[config.mk]
export PLATFORM = sky130hd
export DESIGN_NAME = id_ex_stage
export DESIGN_NICKNAME = d
export VERILOG_FILES = /design/src/rtl/id_ex_stage.sv
export SDC_FILE = /design/constraint.sdc
export NUM_CORES = 1
export LEC_CHECK = 0
export BUFFER_PORTS_ARGS = -buffer_cell sky130_fd_sc_hd__buf_2
export CELL_PAD_IN_SITES_DETAIL_PLACEMENT = 1
export CELL_PAD_IN_SITES_GLOBAL_PLACEMENT = 1
export CORE_MARGIN = 2
export CORE_UTILIZATION = 26
export DETAILED_ROUTE_END_ITERATION = 10
export GPL_ROUTABILITY_DRIVEN = 0
export PLACE_DENSITY = 0.79
export SETUP_SLACK_MARGIN = 0.5
export SLEW_MARGIN = 20
export SYNTH_ARGS = -nofsm -noshare
export SYNTH_HDL_FRONTEND = slang
export SYNTH_SLANG_ARGS = --single-unit
[constraint.sdc]
create_clock -name clk -period 1.5 [get_ports clk]
set_input_delay 0.45 -clock clk [delete_from_list [all_inputs] [get_ports clk]]
set_output_delay 0.45 -clock clk [all_outputs]
set_load 0.01 [all_outputs]
[src/rtl/id_ex_stage.sv]
// id_ex_stage: ID/EX pipeline register with optional operand forwarding and refresh (enabled by macro ID_EX_FWD_EN), plus issue counter
module id_ex_stage #(
  parameter int DW = 16,
  parameter int AW = 3
) (
  input  logic          clk,
  input  logic          rst_n,
  input  logic          in_valid,
  output logic          in_ready,
  input  logic [AW-1:0] in_rs,
  input  logic [AW-1:0] in_rt,
  input  logic [AW-1:0] in_rd,
  input  logic [DW-1:0] in_rs_val,
  input  logic [DW-1:0] in_rt_val,
  input  logic [DW-1:0] in_imm,
  input  logic          in_use_imm,
  input  logic [3:0]    in_opc,
  input  logic          flush,
  input  logic          exm_wr,
  input  logic [AW-1:0] exm_rd,
  input  logic [DW-1:0] exm_val,
  input  logic          wb_wr,
  input  logic [AW-1:0] wb_rd,
  input  logic [DW-1:0] wb_val,
  output logic          out_valid,
  input  logic          out_ready,
  output logic [DW-1:0] inpA,
  output logic [DW-1:0] inpB,
  output logic [3:0]    opc,
  output logic [AW-1:0] out_rd,
  output logic [15:0]   issue_cnt
);
  typedef enum logic {EMPTY, FULL} state_t;
  state_t          st;
  logic [AW-1:0]   rs_q, rt_q, rd_q;
  logic            ui_q;
  logic [DW-1:0]   a_q, b_q, fa, fb;
  logic [3:0]      opc_q;
  logic [15:0]     cnt_q;
  logic            load, hold, issue;
  assign out_valid = (st == FULL);
  assign in_ready  = !out_valid || out_ready;
  assign load      = in_valid && in_ready && !flush;
  assign hold      = out_valid && !out_ready && !flush;
  assign issue     = out_valid && out_ready && !flush;
  assign inpA      = fa;
  assign inpB      = fb;
  assign opc       = opc_q;
  assign out_rd    = rd_q;
  assign issue_cnt = cnt_q;
`ifdef ID_EX_FWD_EN
  // operand select: youngest producer (EX/MEM) first, then MEM/WB, then the registered value
  always_comb begin
    fa = (rs_q == '0) ? '0 :
         (exm_wr && exm_rd == rs_q) ? exm_val :
         (wb_wr && wb_rd == rs_q) ? wb_val : a_q;
    fb = ui_q ? b_q :
         (rt_q == '0) ? '0 :
         (exm_wr && exm_rd == rt_q) ? exm_val :
         (wb_wr && wb_rd == rt_q) ? wb_val : b_q;
  end
`else
  logic unused_fwd;
  assign unused_fwd = ^{exm_wr, exm_rd, exm_val, wb_wr, wb_rd, wb_val, rs_q, rt_q, ui_q};
  // operands come straight from the pipeline register; r0 was already zeroed at capture
  always_comb begin
    fa = a_q;
    fb = b_q;
  end
`endif
  // state, captured fields, stall-time operand refresh and issue counter
  always_ff @(posedge clk or negedge rst_n) begin
    if (!rst_n) begin
      st    <= EMPTY;
      rs_q  <= '0;
      rt_q  <= '0;
      rd_q  <= '0;
      ui_q  <= 1'b0;
      a_q   <= '0;
      b_q   <= '0;
      opc_q <= '0;
      cnt_q <= '0;
    end else begin
      st <= (load || hold) ? FULL : EMPTY;
      if (load) begin
        rs_q  <= in_rs;
        rt_q  <= in_rt;
        rd_q  <= in_rd;
        ui_q  <= in_use_imm;
        a_q   <= (in_rs == '0) ? '0 : in_rs_val;
        b_q   <= in_use_imm ? in_imm : (in_rt == '0) ? '0 : in_rt_val;
        opc_q <= in_opc;
      end else if (hold) begin
        a_q <= fa;
        b_q <= fb;
      end
      if (issue) cnt_q <= cnt_q + 16'd1;
    end
  end
endmodule

# ---- Word level (Yosys, flattened, before mapping)
# Index checks and enable logic that the tools add are counted.
# Widths: inputs -> output; s select.
dict set report word_totals {
  ff_bits 56
  inputBits 107
  out_inout_bits 57
  word_cells 24
}
dict set report classes {
  add_sub_neg 1
  mux 4
  n_reduce_logical 13
}
# operator n
set ops {}
lappend ops {{$mux 16} 3}
lappend ops {{$add 16x1->16 const B} 1}
lappend ops {{$logic_and 1x1->1} 6}
lappend ops {{$logic_not 3->1} 2}
lappend ops {{$logic_not 1->1} 3}
lappend ops {{$logic_or 1x1->1} 2}
lappend ops {{$mux 1} 1}

# ---- Longest topological paths before layout
# Gate-level depths: netlist of the first run.
dict set report logic_depth {
  ltp_word 6
  mapped_depth 7
  ltp_nobuf 5
}

# ---- Least setup slack after synthesis of the first run
# No wires, ideal clock.
dict set report synth_timing {
  path_kind {reg-to-reg}
  start {register st, in the netlist out_valid}
  end {register a_q[7], in the netlist inpA[7]}
  setup_time_ns 0.121
  arrival_ns 1.390
  t_required_ns 1.379
  path_slack_ns -0.011
  stages_incl_launch_ff 7
  n_path_buf 2
  period_less_slack_ns 1.511
  path_cell_list {dfrtp_1 nor2b_1 inv_1 nand3b_1 buf_2 buf_4 a22o_1}
}
dict set report synth_between {
  elab_chain_cells 4
}
# item line
set synth_rtl {}
lappend synth_rtl {{start: declaration} 34} ;# state_t st;
lappend synth_rtl {{start signal: assignment} 84} ;# st <= (load || hold) ? FULL : EMPTY;
lappend synth_rtl {{$logic_not 1->1} 42} ;# assign in_ready = !out_valid || out_ready;
lappend synth_rtl {{$logic_or 1x1->1} 42}
lappend synth_rtl {{via in_ready} 9} ;# output logic in_ready,
lappend synth_rtl {{$logic_and 1x1->1 (2 in series)} 43} ;# assign load = in_valid && in_ready && !flush;
lappend synth_rtl {{end signal: assignment} 90} ;# a_q <= (in_rs == '0) ? '0 : in_rs_val;
lappend synth_rtl {{end: declaration} 37} ;# logic [DW-1:0] a_q, b_q, fa, fb;
# The timed path passes the listed nets, and every way through them passes these cells.
# A chain may end at the register's enable or synchronous reset.

# ---- Worst setup path after layout of the first run
dict set report layout_timing {
  start {register st, in the netlist out_valid}
  end {output port in_ready}
}
dict set report layout_between {
  elab_chain_cells 2
}
# item line
set layout_rtl {}
lappend layout_rtl {{$logic_not 1->1} 42}
lappend layout_rtl {{$logic_or 1x1->1} 42}
lappend layout_rtl {{end: declaration} 9}
# No other way between the ends.

==> impl_metrics.sql, run 1 <==
INSERT INTO impl_metrics (metric_group, metric, value, unit) VALUES
('timing', 'finalSetupViolCount', '18', ''),
('drt', 'vias_per_cell', '4.65', ''),
('grt', 'grt_antenna_before_repair', '0', ''),
('grt', 'grt_use_total', '16.1', '%'),
('pwr', 'power.leakage', '2.22', 'nW'),
('critical_path', 'timing.critical_path.slowest_cell_delay', '0.37', 'ns'),
('critical_path', 'timing.setup.critical_path_class', 'register to primary output', ''),
('floorplanning', 'floorplan.initialDensity', '26.7', '%'),
('outcome', 'violations', 'negative setup slack', ''),
('grt', 'grt_start_max_net_pins', '57', ''),
('timing', 'min_period_over_period', '104', '%'),
('logic_synthesis', 'syn_inst', '210', ''),
('critical_path', 'worst-endpoint-required', '1.05', 'ns'),
('final_layout', 'flow.area_growth_from_synthesis', '88.6', '%'),
('timing', 'slew_violations', '0', ''),
('clock_tree', 'tritoncts', 'done', ''),
('logic_synthesis', 'synth-seq-area-share', '60.4', '%'),
('final_layout', 'final_layout_size_suffix_gt1_share', '67.4', '%'),
('critical_path', 'crit_arrival', '1.12', 'ns'),
('timing', 'final_critical_path_setup_slack', '-0.0665', 'ns'),
('floorplanning', 'floorplan.core_area', '8680', 'um2'),
('pwr', 'vdd_drop_max', '0.439', 'mV'),
('floorplanning', 'die_height', '98.5', 'um'),
('clock_tree', 'cts.sinks', '56', ''),
('critical_path', 'cp_top_family', 'flip-flops', ''),
('critical_path', 'start_kind', 'register', ''),
('drt', 'detail-route-antenna-nets', '0', ''),
('drt', 'routed_wirelength', '8450', 'um'),
('logic_synthesis', 'synth_ff_type', 'sky130_fd_sc_hd__dfrtp_1', ''),
('logic_synthesis', 'yosys.cell_types.count', '27', ''),
('logic_synthesis', 'synthTopCellsByArea', 'sky130_fd_sc_hd__dfrtp_1 60%, sky130_fd_sc_hd__nor2_1 6.3%, sky130_fd_sc_hd__a221oi_1 6.0%', ''),
('logic_synthesis', 'synth-edff-count', '0', ''),
('pwr', 'powerDensity', '1020', 'nW/um2'),
('clock_tree', 'clock_insertion_delay_worst_skew', '0.31', 'ns'),
('drt', 'dr_total_vias', '2413', ''),
('drt', 'route.detailed.drc', '0', ''),
('timing', 'slew_headroom', '66.2', '%'),
('floorplanning', 'die_area', '9690', 'um2'),
('placed_design', 'setup_slack_placement', '-0.312', 'ns'),
('critical_path', 'largest_fanout_on_the_critical_path', '2', ''),
('pwr', 'p_total', '4.46', 'mW'),
('grt', 'grt_pass1_vias', '2592', ''),
('critical_path', 'cp_cell_sequence', 'nor2b_4 > inv_2 > buf_6 > buf_6', ''),
('clock_tree', 'max-clock-path-buffers', '2', ''),
('timing', 'grt_setup_unrepaired', 'yes', ''),
('outcome', 'outcome', 'finished, violations left', ''),
('placed_design', 'detailedPlacementHpwl', '5130', 'um'),
('logic_synthesis', 'synth_largest_area_cell', 'sky130_fd_sc_hd__dfrtp_1', ''),
('drt', 'detailedRoute.firstIterationViolations', '22', ''),
('drt', 'wl_per_cell', '16.3', 'um'),
('clock_tree', 'cts_root_buf', 'sky130_fd_sc_hd__clkbuf_8', ''),
('critical_path', 'cpMaxStageDelayCell', 'sky130_fd_sc_hd__dfrtp_1', ''),
('final_layout', 'n_antenna_cell', '0', ''),
('clock_tree', 'clk_transition_reported_paths', '0.11', 'ns'),
('clock_tree', 'cts-buffers-inserted', '5', ''),
('final_layout', 'mostFrequentLayoutCell', 'sky130_fd_sc_hd__buf_2', ''),
('floorplanning', 'row_count', '34', ''),
('final_layout', 'mostFrequentLayoutCells', '104 x sky130_fd_sc_hd__buf_2, 60 x sky130_fd_sc_hd__buf_4, 52 x sky130_fd_sc_hd__dfrtp_1', ''),
('timing', 'finalHoldViolations', '0', ''),
('floorplanning', 'io_pins', '164', ''),
('critical_path', 'cp_endpoint_kind', 'primary output', ''),
('grt', 'globalRoute.totalOverflow', '0', ''),
('logic_synthesis', 'share_of_async_settable_or_async_resettable_flops_after_synthesis', '100', '%'),
('logic_synthesis', 'mappedNetlistNets', '318', ''),
('logic_synthesis', 'yosys_warnings', '0', ''),
('hold_path', 'worst_hold_path_type', 'input port to asynchronous set/reset pin', ''),
('logic_synthesis', 'post_synth.cell_area_avg', '11.0', 'um2'),
('logic_synthesis', 'synth_seq_cells', '56', ''),
('placed_design', 'numPortBuffers', '123', ''),
('critical_path', 'critical_path.n_buffers_inverters', '3', ''),
('timing', 'fin_worst_skew', '0.0136', 'ns');
[flip-flops by register name, summed over array words and instances (netlist names)]
name and cells:
out_valid 1, opc 4, inpA 16, issue_cnt 16, inpB 16, out_rd 3
[area by class of cell]
class	instances	area, um2
timing repair buffer	204	1520
sequential	56	1410
inverter	5	18.8
clock buffer	6	72.6
tap	108	135
clock inverter	2	35.0
fill	996	4300
multi-input combinational	138	1190
[final timing paths]
| path | start | to | slack, ns | cells past startpoint |
|---|---|---|---|---|
| min in group clk | in_rd[0] | out_rd[0] | 0.33 | 3 |
| worst min register to register | out_rd[1] | out_rd[1] | 0.49 | 2 |
| worst max register to register | out_valid | inpA[4] | -0.04 | 8 |
| worst min-delay path | rst_n | issue_cnt[15] | 0.11 | 2 |
| worst max-delay path | out_valid | in_ready | -0.07 | 4 |
| max in group asynchronous | rst_n | issue_cnt[7] | 1.08 | 2 |
[metrics by stage]
step / utilization [%] / area, um2 / hold slack [ns] / std cells / TNS [ns]
floorplan: - / 2430 / 0.154 / 210 / 0
global placement: 37.5 / 3260 / 0.447 / 446 / -5.20
detailed placement: 37.5 / 3260 / 0.456 / 446 / -6.34
CTS: 45.0 / 3910 / 0.137 / 489 / -0.458
global route: 50.4 / 4380 / 0.131 / 519 / -2.81
finish: 50.4 / 4380 / 0.115 / 519 / -0.506
[where the power goes]
| group | leakage, nW | switching (mW) | total [mW] | internal [mW] |
|---|---|---|---|---|
| logic | 1.49 | 0.658 | 1.56 | 0.898 |
| registers | 0.671 | 0.166 | 1.90 | 1.73 |
| clock network | 0.0552 | 0.506 | 1.00 | 0.497 |
| total | 2.22 | 1.33 | 4.46 | 3.13 |
[cell families after synthesis]
logic type / count (synthesis) / synth area share (%)
xor+xnor: 15 / 5.66
simple gates: 89 / 17.7
mux: 1 / 0.485
compound gates: 32 / 12.1
fa+ha+maj: 1 / 0.539
buf+inv: 16 / 3.07
flops: 56 / 60.4
[synth_stat cells, types with 2 or more instances]
cell and count:
sky130_fd_sc_hd__clkbuf_1 4, sky130_fd_sc_hd__and3_1 2, sky130_fd_sc_hd__nor3_1 4, sky130_fd_sc_hd__xnor2_1 9, sky130_fd_sc_hd__inv_1 5, sky130_fd_sc_hd__a22o_1 16
sky130_fd_sc_hd__buf_2 6, sky130_fd_sc_hd__nand2_1 24, sky130_fd_sc_hd__dfrtp_1 56, sky130_fd_sc_hd__nor4_1 3, sky130_fd_sc_hd__nand3_1 5, sky130_fd_sc_hd__xor2_1 6
sky130_fd_sc_hd__nand4_1 2, sky130_fd_sc_hd__nor2_1 39, sky130_fd_sc_hd__a221oi_1 16, sky130_fd_sc_hd__nand3b_1 2
[layer usage]
layer | wire length, um | GRT usage (%) | up-vias
met5 | 0 | 0 | -
met4 | 62 | 2.74 | 0
met3 | 432 | 3.76 | 8
met2 | 4780 | 30.9 | 82
met1 | 3180 | 18.5 | 1190
li1 | - | - | 1133
[what timing repair did]
| action | CTS | global route |
|---|---|---|
| endpoints found under the setup margin | 111 | 112 |
| buffers inserted | 33 | 27 |
| pin swaps | 16 | 23 |
| hold buffers | 0 | 0 |
| gates resized for setup | 47 | 47 |
| cloned | 2 | 3 |
Power figures use the tool's default switching activity.
==> inputs of run 2 (changes only) <==
--- a/config.mk
+++ b/config.mk
@@ -5,6 +5,7 @@
 export SDC_FILE = /design/constraint.sdc
 export NUM_CORES = 1
 export LEC_CHECK = 0
+export ABC_AREA = 1
 export BUFFER_PORTS_ARGS = -buffer_cell sky130_fd_sc_hd__buf_2
 export CELL_PAD_IN_SITES_DETAIL_PLACEMENT = 1
 export CELL_PAD_IN_SITES_GLOBAL_PLACEMENT = 1
@@ -14,6 +15,7 @@
 export GPL_ROUTABILITY_DRIVEN = 0
 export PLACE_DENSITY = 0.79
 export SETUP_SLACK_MARGIN = 0.5
+export SKIP_CTS_REPAIR_TIMING = 1
 export SLEW_MARGIN = 20
 export SYNTH_ARGS = -nofsm -noshare
 export SYNTH_HDL_FRONTEND = slang
==> run 2 against run 1 <==
  * The flow now finishes without violations
  * First-iteration DRC count increased to 3.2 times the previous value
  * Sequential share of layout area decreased by 1.4 points
  * Design area increased by 4.9%
  * Via count increased by 16%
  * Critical path depth decreased by 2
  * Die area increased by 12%
  * Register-to-register slack improved by 0.15 ns
  * Count of clock-buffer cells in the layout decreased by 1
==> impl_metrics.sql, run 2 <==
INSERT INTO impl_metrics (metric_group, metric, value, unit) VALUES
('outcome', 'outcome', 'finished, final reports clean', ''),
('timing', 'achievable-frequency', '0.681', 'GHz'),
('clock_tree', 'clk_transition_reported_paths', '0.10', 'ns'),
('placed_design', 'dp.cells', '561', ''),
('timing', 'fin_worst_skew', '0.00503', 'ns'),
('grt', 'grt_antenna_before_repair', '0', ''),
('logic_synthesis', 'synth_largest_type_area_fraction', '53.8', '%'),
('drt', 'dr_total_vias', '2792', ''),
('drt', 'wl_met1', '3820', 'um'),
('critical_path', 'crit_arrival', '1.02', 'ns'),
('final_layout', 'finish.cell_count_without_fillers', '611', ''),
('logic_synthesis', 'yosys.cell_types.count', '22', ''),
('drt', 'dr_wl_met2', '5410', 'um'),
('critical_path', 'cp_endpoint_kind', 'primary output', ''),
('drt', 'routed_wirelength', '9710', 'um'),
('hold_path', 'worst_hold_path_type', 'input port to asynchronous set/reset pin', ''),
('critical_path', 'timing.setup.critical_path_class', 'register to primary output', ''),
('floorplanning', 'die_area', '10800', 'um2'),
('floorplanning', 'fp.dieW', '104', 'um'),
('pwr', 'powerDensity', '916', 'nW/um2'),
('timing', 'final_period_minus_worst_setup_slack', '1.47', 'ns'),
('pwr', 'p_total', '4.20', 'mW'),
('drt', 'maxUsedRoutingLayer', 'met4', ''),
('grt', 'grt_start_max_net_pins', '57', ''),
('floorplanning', 'floorplan.core_area', '9770', 'um2'),
('critical_path', 'cpMaxStageDelayCell', 'sky130_fd_sc_hd__dfrtp_2', ''),
('pwr', 'power.leakage', '2.26', 'nW'),
('drt', 'detail-route-antenna-nets', '0', ''),
('logic_synthesis', 'syn_inst', '303', ''),
('final_layout', 'mostFrequentLayoutCell', 'sky130_fd_sc_hd__buf_2', ''),
('logic_synthesis', 'share_of_async_settable_or_async_resettable_flops_after_synthesis', '100', '%'),
('critical_path', 'timing.critical_path.slowest_cell_delay', '0.42', 'ns'),
('final_layout', 'mostFrequentLayoutCells', '108 x sky130_fd_sc_hd__buf_2, 63 x sky130_fd_sc_hd__nand2_1, 47 x sky130_fd_sc_hd__dfrtp_1', ''),
('logic_synthesis', 'synth_seq_cells', '56', ''),
('timing', 'grt_setup_unrepaired', 'yes', ''),
('placed_design', 'detailedPlacementHpwl', '5880', 'um'),
('final_layout', 'fin_nets', '586', ''),
('clock_tree', 'cts.sinks', '56', ''),
('timing', 'final_critical_path_setup_slack', '0.0307', 'ns'),
('logic_synthesis', 'netlist_top_cells_count', '104 x sky130_fd_sc_hd__nand2_1, 56 x sky130_fd_sc_hd__dfrtp_1, 55 x sky130_fd_sc_hd__nand3_1', ''),
('drt', 'drt_pass1_iterations', '4', ''),
('clock_tree', 'htree_num_levels', '2', ''),
('timing', 'slew_headroom', '75.1', '%'),
('timing', 'finalHoldViolations', '0', ''),
('final_layout', 'final_layout_size_suffix_gt1_share', '61.1', '%'),
('clock_tree', 'cts_root_buf', 'sky130_fd_sc_hd__clkbuf_8', ''),
('job', 'maxCapViolations', '0', ''),
('grt', 'wire_length_of_the_first_global_routing_pass', '13000', 'um'),
('logic_synthesis', 'yosys_warnings', '0', ''),
('logic_synthesis', 'netlist_area', '2610', 'um2'),
('placed_design', 'setup_slack_placement', '-0.0412', 'ns'),
('drt', 'detailedRoute.firstIterationViolations', '71', ''),
('logic_synthesis', 'synth-seq-area-share', '53.8', '%'),
('placed_design', 'numPortBuffers', '123', ''),
('floorplanning', 'floorplan.initialDensity', '26.7', '%'),
('drt', 'vias_per_cell', '4.57', ''),
('critical_path', 'cp_cell_sequence', 'buf_4 > buf_2', ''),
('logic_synthesis', 'synthTopCellsByArea', 'sky130_fd_sc_hd__dfrtp_1 54%, sky130_fd_sc_hd__nand2_1 15%, sky130_fd_sc_hd__nand3_1 11%', ''),
('grt', 'globalRoute.totalOverflow', '0', ''),
('timing', 'slew_violations', '0', ''),
('logic_synthesis', 'synthMostInstantiatedCell', 'sky130_fd_sc_hd__nand2_1', ''),
('drt', 'route.detailed.drc', '0', ''),
('clock_tree', 'tritoncts', 'done', ''),
('logic_synthesis', 'synth_ff_type', 'sky130_fd_sc_hd__dfrtp_1', ''),
('critical_path', 'largest_fanout_on_the_critical_path', '3', ''),
('logic_synthesis', 'mappedNetlistNets', '411', ''),
('floorplanning', 'row_count', '36', ''),
('grt', 'grt_use_total', '14.5', '%'),
('clock_tree', 'clock_insertion_delay_worst_skew', '0.30', 'ns'),
('floorplanning', 'die_height', '104', 'um'),
('clock_tree', 'max-clock-path-buffers', '2', ''),
('drt', 'wl_per_cell', '15.9', 'um'),
('floorplanning', 'io_pins', '164', ''),
('logic_synthesis', 'synth_largest_area_cell', 'sky130_fd_sc_hd__dfrtp_1', ''),
('timing', 'min_period_over_period', '98.0', '%'),
('timing', 'finalSetupViolCount', '0', ''),
('critical_path', 'worst-endpoint-required', '1.05', 'ns'),
('final_layout', 'flow.area_growth_from_synthesis', '76.0', '%'),
('final_layout', 'n_antenna_cell', '0', ''),
('pwr', 'vdd_drop_max', '0.425', 'mV'),
('logic_synthesis', 'post_synth.cell_area_avg', '8.60', 'um2'),
('critical_path', 'start_kind', 'register', ''),
('logic_synthesis', 'synth-edff-count', '0', ''),
('clock_tree', 'cts-buffers-inserted', '5', ''),
('critical_path', 'ff2ff_setup_slack', '0.11', 'ns'),
('drt', 'wl_met3', '377', 'um'),
('grt', 'grt_pass1_vias', '2691', ''),
('timing', 'max_slew.worst_pin.slew', '0.371', 'ns');
run 2: where the power goes:
| group | internal (mW) | switching (mW) |
|---|---|---|
| registers | 1.73 | 0.201 |
| logic | 0.785 | 0.658 |
| clock network | 0.319 | 0.507 |
| total | 2.84 | 1.37 |
run 2: layout make-up:
type | count | area [um2]
Fill cell | 1159 | 5190
Clock buffer | 5 | 68.8
Tap cell | 133 | 166
Multi-Input combinational cell | 212 | 1430
Inverter | 21 | 106
Sequential cell | 56 | 1410
Timing Repair Buffer | 182 | 1390
Clock inverter | 2 | 12.5
run 2: through the flow:
| stage | TNS (ns) | hold slack, ns | util (%) | area, um2 |
|---|---|---|---|---|
| 2_1_floorplan | 0 | 0.154 | - | 2730 |
| 3_3_place_gp | -0.0309 | 0.451 | 36.5 | 3560 |
| 3_5_place_dp | -0.356 | 0.460 | 36.5 | 3560 |
| 4_1_cts | 0 | 0.139 | 37.3 | 3640 |
| 5_1_grt | -0.0309 | 0.130 | 46.9 | 4590 |
| 6_report | 0 | 0.127 | 46.9 | 4590 |
run 2: worst paths after layout:
check,endpoint,cells after the start,startpoint
min,issue_cnt[11],2,rst_n
min reg2reg,inpA[12],2,inpA[12]
max,out_valid,2,out_valid
max reg2reg,inpB[3],8,out_valid
min in group clk,opc[1],3,in_opc[1]
max in group asynchronous,out_valid,2,rst_n
run 2: kinds of logic (layout without fill, tap and decap cells):
family                     count (synthesis)  in the layout  synth area share (%)
xor gates and xnor gates                  10             10                  3.36
and+or+nand+nor                          182            182                  30.2
AOI/OAI and AO/OA                         19             19                  5.18
adders and majority gates                  1              1                 0.480
buffers and inverters                     35            210                  7.01
DFF                                       56             56                  53.8
run 2: routing by layer:
layer / global-route usage [%] / up-vias
met5: 0 / -
met4: 3.19 / 0
met3: 2.63 / 8
met2: 26.5 / 82
met1: 17.6 / 1380
li1: - / 1322
run 2: critical path: cells and delay by family (launching register included):
family / cells / cell delay, ns
DFF: 1 / 0.42
buffers and inverters: 2 / 0.29
